[config.mk]
export PLATFORM = sky130hd
export DESIGN_NAME = bcd_serial_adder
export DESIGN_NICKNAME = d
export VERILOG_FILES = /design/src/rtl/bcd_serial_adder_pkg.sv /design/src/rtl/bcd_serial_adder_digit_add.sv /design/src/rtl/bcd_serial_adder.sv
export SDC_FILE = /design/constraint.sdc
export NUM_CORES = 1
export LEC_CHECK = 0
export ABC_CLOCK_PERIOD_IN_PS = 9350
export CAP_MARGIN = 10
export CORE_MARGIN = 4
export CORE_UTILIZATION = 30
export CTS_CLUSTER_DIAMETER = 50
export CTS_CLUSTER_SIZE = 14
export DETAILED_ROUTE_END_ITERATION = 12
export PLACE_DENSITY_LB_ADDON = 0.3
export SLEW_MARGIN = 20
export SYNTH_ARGS = -nofsm -noshare
export SYNTH_HDL_FRONTEND = slang
export SYNTH_HIERARCHICAL = 1
export SYNTH_SLANG_ARGS = --single-unit
[constraint.sdc]
create_clock -name clk -period 9.35 [get_ports clk]
set_input_delay 0.935 -clock clk [delete_from_list [all_inputs] [get_ports clk]]
set_output_delay 0.935 -clock clk [all_outputs]
set_load 0.01 [all_outputs]
[src/rtl/bcd_serial_adder_pkg.sv]
// -----------------------------------------------------------------------------
// bcd_serial_adder_pkg
// Shared definitions for the digit-serial BCD adder:
//   - state_t      : controller states (IDLE, RUN, DONE)
//   - DIGIT_MAX    : largest legal BCD digit (9)
//   - DEC_ADJ      : decimal adjust added to a binary digit sum above 9 (6)
//   - digit_invalid: true when a 4-bit code is not a legal BCD digit
// -----------------------------------------------------------------------------
package bcd_serial_adder_pkg;

    typedef enum logic [1:0] {
        IDLE = 2'd0,
        RUN  = 2'd1,
        DONE = 2'd2
    } state_t;

    localparam logic [3:0] DIGIT_MAX = 4'd9;
    localparam logic [3:0] DEC_ADJ   = 4'd6;

    // Flags the codes 10..15, which have no meaning in packed BCD.
    function automatic logic digit_invalid(input logic [3:0] d);
        return (d > DIGIT_MAX);
    endfunction

endpackage

[src/rtl/bcd_serial_adder_digit_add.sv]
// -----------------------------------------------------------------------------
// bcd_digit_add
// Combinational single-digit decimal adder.
// Ports:
//   x, y   in  4  BCD digits to add
//   cin    in  1  decimal carry from the lower digit
//   digit  out 4  BCD result digit
//   cout   out 1  decimal carry into the next digit
// -----------------------------------------------------------------------------
module bcd_digit_add
    import bcd_serial_adder_pkg::*;
(
    input  logic [3:0] x,
    input  logic [3:0] y,
    input  logic       cin,
    output logic [3:0] digit,
    output logic       cout
);

    // Five bits hold the largest possible binary sum 9 + 9 + 1 = 19.
    logic [4:0] sum5_s;

    // Binary digit sum, then decimal adjust when the sum leaves the 0..9 range.
    always_comb begin
        sum5_s = {1'b0, x} + {1'b0, y} + {4'b0000, cin};
        digit  = sum5_s[3:0];
        cout   = 1'b0;
        if (sum5_s > {1'b0, DIGIT_MAX}) begin
            // Adding 6 modulo 16 skips the six unused codes A..F.
            digit = sum5_s[3:0] + DEC_ADJ;
            cout  = 1'b1;
        end else begin
            digit = sum5_s[3:0];
            cout  = 1'b0;
        end
    end

endmodule

[src/rtl/bcd_serial_adder.sv]
// -----------------------------------------------------------------------------
// bcd_serial_adder
// Adds two packed-BCD operands one digit per clock, least significant first,
// using a single shared bcd_digit_add.
// Parameters:
//   NDIG   digits per operand (1..16)
// Ports:
//   clk    in  1        rising-edge clock
//   rst    in  1        asynchronous active-high reset
//   start  in  1        add request, accepted in IDLE or DONE
//   a, b   in  4*NDIG   packed BCD operands, digit 0 in bits [3:0]
//   sum    out 4*NDIG   packed BCD result (registered, held until next accept)
//   cout   out 1        decimal carry out of the top digit (registered)
//   busy   out 1        high while digits are being processed
//   done   out 1        one-cycle pulse when sum/cout are final
//   err    out 1        operand digit above 9 seen (only with BCD_DIGIT_CHECK_EN)
// Build option:
//   `define BCD_DIGIT_CHECK_EN to add the err port and its digit checker.
// -----------------------------------------------------------------------------
module bcd_serial_adder
    import bcd_serial_adder_pkg::*;
#(
    parameter int NDIG = 4
) (
    input  logic              clk,
    input  logic              rst,
    input  logic              start,
    input  logic [4*NDIG-1:0] a,
    input  logic [4*NDIG-1:0] b,
    output logic [4*NDIG-1:0] sum,
    output logic              cout,
    output logic              busy,
    output logic              done
`ifdef BCD_DIGIT_CHECK_EN
    ,
    output logic              err
`endif
);

    localparam int W  = 4 * NDIG;
    // Digit index width; a one-digit adder still needs a 1-bit index.
    localparam int KW = (NDIG > 1) ? $clog2(NDIG) : 1;
    localparam logic [KW-1:0] K_LAST = KW'(NDIG - 1);
    localparam logic [KW-1:0] K_ONE  = KW'(1);

    state_t          state_r;
    state_t          state_nx_s;
    logic [W-1:0]    a_r;
    logic [W-1:0]    b_r;
    logic [W-1:0]    sum_r;
    logic            cout_r;
    logic            carry_r;
    logic            busy_r;
    logic            done_r;
    logic [KW-1:0]   k_r;

    logic            accept_s;
    logic            last_s;
    logic [KW+1:0]   base_s;
    logic [3:0]      xa_s;
    logic [3:0]      yb_s;
    logic [3:0]      dig_s;
    logic            cy_s;

    // Start is honoured only when no addition is in flight.
    always_comb begin
        accept_s = 1'b0;
        if (start && ((state_r == IDLE) || (state_r == DONE))) begin
            accept_s = 1'b1;
        end else begin
            accept_s = 1'b0;
        end
    end

    // Digit selection from the latched operands by the current index.
    always_comb begin
        last_s = (k_r == K_LAST);
        base_s = {k_r, 2'b00};
        xa_s   = a_r[base_s +: 4];
        yb_s   = b_r[base_s +: 4];
    end

    bcd_digit_add u_digit_add (
        .x     (xa_s),
        .y     (yb_s),
        .cin   (carry_r),
        .digit (dig_s),
        .cout  (cy_s)
    );

    // Controller next-state logic.
    always_comb begin
        state_nx_s = state_r;
        case (state_r)
            IDLE: begin
                if (start) begin
                    state_nx_s = RUN;
                end else begin
                    state_nx_s = IDLE;
                end
            end
            RUN: begin
                if (last_s) begin
                    state_nx_s = DONE;
                end else begin
                    state_nx_s = RUN;
                end
            end
            DONE: begin
                // A start in DONE chains straight into the next addition.
                if (start) begin
                    state_nx_s = RUN;
                end else begin
                    state_nx_s = IDLE;
                end
            end
            default: begin
                state_nx_s = IDLE;
            end
        endcase
    end

    // Controller state register.
    always_ff @(posedge clk or posedge rst) begin
        if (rst) begin
            state_r <= IDLE;
        end else begin
            state_r <= state_nx_s;
        end
    end

    // Operand latch, digit accumulation and carry/index bookkeeping.
    always_ff @(posedge clk or posedge rst) begin
        if (rst) begin
            a_r     <= '0;
            b_r     <= '0;
            sum_r   <= '0;
            cout_r  <= 1'b0;
            carry_r <= 1'b0;
            k_r     <= '0;
        end else if (accept_s) begin
            a_r     <= a;
            b_r     <= b;
            sum_r   <= '0;
            cout_r  <= 1'b0;
            carry_r <= 1'b0;
            k_r     <= '0;
        end else if (state_r == RUN) begin
            sum_r[base_s +: 4] <= dig_s;
            carry_r            <= cy_s;
            if (last_s) begin
                cout_r <= cy_s;
                k_r    <= '0;
            end else begin
                k_r    <= k_r + K_ONE;
            end
        end else begin
            sum_r  <= sum_r;
            cout_r <= cout_r;
        end
    end

    // Status flags registered from the next state so they line up with it.
    always_ff @(posedge clk or posedge rst) begin
        if (rst) begin
            busy_r <= 1'b0;
            done_r <= 1'b0;
        end else begin
            busy_r <= (state_nx_s == RUN);
            done_r <= (state_nx_s == DONE);
        end
    end

`ifdef BCD_DIGIT_CHECK_EN
    logic err_r;

    // Sticky flag for any illegal digit seen while processing this addition.
    always_ff @(posedge clk or posedge rst) begin
        if (rst) begin
            err_r <= 1'b0;
        end else if (accept_s) begin
            err_r <= 1'b0;
        end else if (state_r == RUN) begin
            err_r <= err_r | digit_invalid(xa_s) | digit_invalid(yb_s);
        end else begin
            err_r <= err_r;
        end
    end

    assign err = err_r;
`endif

    assign sum  = sum_r;
    assign cout = cout_r;
    assign busy = busy_r;
    assign done = done_r;

endmodule
Yosys cells after proc, flatten, opt, wreduce, memory -nomap -nowiden --
Index checks and enable logic that the tools add are counted.
Storage, ports and cells: register bits after elaboration 56, bits of input ports 35, output and inout port bits 19, logic and storage cells 48
Cells by class: add/sub/neg operators 5, $lt $le $gt $ge 1, equality and inequality tests 5, shift operators 4, muxes and demuxes 17, reductions and logical operators 7
Operator list (number):
- two-way mux 16 bit | 2
- indexed part select 16 x 5 -> 4 bit | 2
- bitwise mux 16 bit | 1
- variable shift 4 x 6 -> 16 bit (first input constant) | 1
- indexed part select 4 x 6 -> 16 bit | 1
- two-way mux 1 bit | 8
- two-way mux 2 bit | 4
- equality test 2 bit (second input constant) | 3
- negator 4 -> 6 bit | 1
- adder 4 x 4 -> 5 bit | 1
- adder 5 x 1 -> 5 bit | 1
- > comparator 5 x 4 -> 1 bit (second input constant) | 1
- adder 4 x 3 -> 4 bit (second input constant) | 1
- equality test 2 x 1 -> 1 bit (second input constant) | 2
- two-way mux 4 bit | 1
- one-hot mux 2 bit (2 select lines) | 1
- nonzero test 2 bit | 2
- adder 2 x 1 -> 2 bit (second input constant) | 1
- logical NOT 2 bit | 1
- AND reduction 2 bit | 1
- OR reduction 2 bit | 1
- logical AND 1 bit | 1
- logical OR 1 bit | 1

Longest topological paths before layout --
word-level depth 9, depth in mapped cells 13, depth with buffers taken out 11

Hierarchy --
Netlist, hierarchy kept.
By module, submodules not included:
- bcd_serial_adder | times used 1, cells each 247, area an instance 2533.7 µm², seq. area each 1401.3 µm²
- bcd_digit_add | times used 1, cells each 22, area an instance 211.5 µm², seq. area each 0.0 µm²

Worst setup path after synthesis --
Ideal clock, no wire load.
path kind reg-to-reg, from register k_r[0], to register sum_r[2] (netlist: sum[2]), library setup time 0.073 ns, arrival 3.963 ns, data required time 9.277 ns, slack 5.314 ns, stages on the path, launching flop included 14, buffers on the path 2, clock period less this slack 4.036 ns, cell sequence dfrtp_1 > buf_6 > buf_6 > mux4_2 > fa_1 > fa_1 > xnor2_1 > ha_1 > a31o_1 > o31ai_4 > mux2i_1 > inv_1 > or4_4 > a21oi_2
On the way: cells in the longest elaborated chain, start to end 9, elaborated cells on any way between the ends 13, classes of those cells 4 x add/sub; 1 x order compare; 4 x shift; 4 x mux
RTL lines:
- start: declaration | line bcd_serial_adder.sv:55 | logic [KW-1:0] k_r;
- start signal: assignment | line bcd_serial_adder.sv:155 | k_r <= k_r + K_ONE;
- indexed part select 16 x 5 -> 4 bit * | line bcd_serial_adder.sv:80 | yb_s = b_r[base_s +: 4];
- via yb_s[0] | line bcd_serial_adder.sv:61 | logic [3:0] yb_s;
- adder 4 x 4 -> 5 bit * | line bcd_serial_adder_digit_add.sv:25 | sum5_s = {1'b0, x} + {1'b0, y} + {4'b0000, cin};
- adder 5 x 1 -> 5 bit * | line bcd_serial_adder_digit_add.sv:25
- adder 4 x 3 -> 4 bit or > comparator 5 x 4 -> 1 bit (tied branches) | line bcd_serial_adder_digit_add.sv:30, bcd_serial_adder_digit_add.sv:28
- two-way mux 4 bit * | line bcd_serial_adder_digit_add.sv:28 | if (sum5_s > {1'b0, DIGIT_MAX}) begin
- via dig_s[2] | line bcd_serial_adder.sv:62 | logic [3:0] dig_s;
- indexed part select 4 x 6 -> 16 bit * | line bcd_serial_adder.sv:149 | sum_r[base_s +: 4] <= dig_s;
- bitwise mux 16 bit * | line bcd_serial_adder.sv:149
- two-way mux 16 bit * | line bcd_serial_adder.sv:148 | end else if (state_r == RUN) begin
- two-way mux 16 bit * | line bcd_serial_adder.sv:141 | end else if (accept_s) begin
- end signal: indexed assignment | line bcd_serial_adder.sv:149
- end signal: assignment | line bcd_serial_adder.sv:158 | sum_r <= sum_r;
- end: declaration | line bcd_serial_adder.sv:50 | logic [W-1:0] sum_r;
Mark *: on every way through the listed nets, which the timed path passes. The rest lies on a longest branch. The select of a mux whose other input is x is not followed. A chain may end at the register's enable or synchronous reset.

Worst setup path after layout --
Same ends and word-level chain as after synthesis.

==> results.yml <==
cells_and_area:
  drive_above_1_share_pct: 8.46
  nets: 365
  final_cell_count_no_fill: 427
  fin_area_um2: 3460
  n_antenna_cell: 0
  area_growth_pct: 26.0
placed_design:
  dpl_cell_area_um2: 3350
  port_buffers: 53
  dp_cells: 419
  hpwl_um: 4270
  globalplace.congestion: 0.787
power_and_ir_drop:
  intPower_uw: 797
  peakVddDrop_mv: 0.251
  pwr-share-seq_pct: 29.4
  swShare_pct: 44.9
  p_sw_uw: 651
  pwr-share-comb_pct: 59.5
  p_leak_nw: 1.60
  clkPwrFrac_pct: 11.1
  power_density_nw_per_um2: 419
synth:
  yosys.area_share.adder_pct: 6.02
  synth_warnings: 6
  ys.flop_type: "dfrtp_1"
  synth.net_count: 316
  syn_area_per_cell_um2: 10.2
  synth_top_family_by_area: "simple AND/OR/NAND/NOR gates"
  ys_async_sr_fraction_pct: 100
  synthCells: 269
  synth_compound_area_share_pct: 8.39
  synth_mux_area_share_pct: 6.93
  ys_seq_area_share_pct: 51.0
  syn_area_um2: 2750
  synth_simple_gate_area_share_pct: 22.9
  synth_seq_cells: 56
  ys_types: 37
  synth_edf_count: 0
  synthXorXnorAreaFrac_pct: 0.638
worst_setup_path:
  r2r-start: "k_r[0]"
  path_common_cell: "fa_1"
  worstSetupPathType: "register to register"
  critPathLaunch: "k_r[0]"
  cp-end-kind: "register"
  arrival_ps: 4880
  worst_path_max_delay_cell: "dfrtp_1"
  required_ps: 9590
  cp_slowest_stage_delay_ps: 950
  cp-start-kind: "register"
  worstPathCellList: "mux4_2 -> fa_1 -> fa_1 -> xnor2_1 -> ha_1 -> a31o_1 -> o31ai_4 -> mux2i_1 -> inv_1 -> or4_4 -> a21oi_2"
  path_max_fanout: 19
clock_network:
  post-cts-setup-buffers: 0
  clk_pin_slew_ps: 100
  tritoncts: "yes"
  cts.hold.buffers_added: 0
  numCtsBuffers: 5
  cts-root-buf: "clkbuf_8"
  max-clock-path-buffers: 2
  h-tree-depth: 2
  clock_sinks: 56
  worstSkewPairLatency_ps: 310
  post_cts_resized: 0
grt:
  first_global_vias: 2029
  grt_antenna_before_repair: 0
  grt_first_pass_wirelength_um: 9890
  grt_overflow: 0
  grt_max_degree: 57
  grt_usage_pct: 11.1
die:
  rows: 34
  die_w_um: 104
  start_util_pct: 31.2
  dieArea_um2: 10700
  num_io_pins: 54
  die_y_um: 104
  coreArea_um2: 8810
drt:
  vias: 2016
  wl_per_cell_um: 13.9
  drtAntennaViolNets: 0
  drtIter0Drc: 67
  drtPass1Iterations: 6
  viasPerCell: 4.72
  routed_wl_um: 5930
  drc: 0
timing:
  tns_ps: 0
  drv_slew: 0
  finalSetupViolations: 0
  finalCritPeriodShare_pct: 49.7
  slew_headroom_pct: 39.8
  worst_pin_slew_ps: 903
  layout_min_cycle_time_ps: 4650
  rsz0062_at_grt: "no"
  fmax_ghz: 0.215
  hold_viol: 0
  finClkSkew_ps: 6.82
outcome:
  outcome: "finished clean"
min_path:
  hold_class: "register to register"
  hp-start: "b_r[7]"
run:
  drv_cap: 0
==> critical path: cells and delay by family (launching register included) <==
family,cells,cell delay (ps)
fa+ha+maj,3,1130
simple gates,1,520
flops,1,950
mux,2,980
compound gates,3,710
xor+xnor,1,180
buf+inv,1,100
==> path summary, 6_finish.rpt <==
path | end | slack [ps] | depth (start not counted)
worst max-delay path | sum[2] | 4700 | 11
worst min-delay path | b_r[7] | 480 | 2
worst max register to register | sum[2] | 4700 | 11
worst min register to register | b_r[7] | 480 | 2
max in group asynchronous | sum[2] | 7740 | 3
min in group asynchronous | b_r[15] | 1140 | 3
==> Yosys cell counts, types with 2 or more instances <==
cell type	count	area [µm²]
o21ai_0	3	15.0
and3b_1	2	17.5
xnor2_1	2	17.5
nand3_1	3	15.0
buf_6	3	33.8
buf_2	11	55.1
nand4_1	7	43.8
fa_1	2	40.0
nor2b_1	2	12.5
a21oi_1	13	65.1
mux4_2	8	180
inv_1	6	22.5
dfrtp_1	56	1400
nand2_1	108	405
nor2_1	2	7.51
a22o_1	8	70.1
nand3b_1	2	15.0
ha_1	10	125
nand2b_1	3	18.8
==> kinds of logic after synthesis <==
group,count (synthesis)
flops,56
compound gates,32
fa+ha+maj,12
simple gates,138
buf+inv,20
xor+xnor,2
mux,9
==> layer usage <==
metal  wire [µm]  vias up  share of wire [%]  GRT usage [%]
li1            -     1005                  -              -
met1        2890      953                 49           15.1
met2        2710       51                 46           17.6
met3         282        7                4.8           2.67
met4          48        0               0.81           3.23
met5           0        -                  0              0
==> per-stage QoR <==
stage                     power [mW]  hold WS (ps)  worst slack, ps  util (%)
final                           1.45           482             4700      39.3
after global routing            1.58           505             4420      39.3
after CTS                       1.47           488             4670      39.3
after detailed placement        1.30           462             4730      38.0
after global placement          1.29           455             4830      38.0
after floorplan                 1.07           440             5310         -
==> power groups by stage <==
stage / sequential, mW / clock [mW] / combinational [mW]
after floorplan: 0.399 / 0 / 0.667
after CTS: 0.429 / 0.165 / 0.878
after global placement: 0.431 / 0 / 0.854
final: 0.425 / 0.160 / 0.862
after global routing: 0.443 / 0.173 / 0.960
after detailed placement: 0.434 / 0 / 0.871
==> cells in the final DEF (no fill, tap or decap), drive strengths merged <==
master	n
o2bb2ai	1
a31o	1
bufinv	1
o22ai	1
ha	10
nand3b	3
nor2	2
and3	1
nor2b	2
or3	1
or4	1
a2111oi	1
clkinv	1
buf	3
and2b	1
a21o	1
clkdlybuf4s50	53
nand2b	3
and3b	2
o31ai	1
nand4	7
xnor2	2
a22o	8
nor3b	2
clkinvlp	1
nand4bb	1
nor3	1
fa	2
nand3	3
mux4	8
mux2i	1
inv	6
clkbuf	5
dfrtp	56
o41ai	1
o21ai	3
nand2	108
a21oi	14
==> sequential cells by signal, indices dropped and copies added (netlist names) <==
register / cells
state_r: 2
cout: 1
sum: 16
k_r: 2
b_r: 16
busy: 1
a_r: 16
done: 1
carry_r: 1
==> final cells by class <==
class | count | area [µm²]
fill | 883 | 5350
clock inverter | 3 | 42.5
timing repair buffer | 56 | 553
sequential | 56 | 1400
multi-input combinational | 193 | 1230
clock buffer | 5 | 68.8
inverter | 6 | 22.5
tap | 108 | 135
Note: power is estimated with default switching activity, not from simulation.
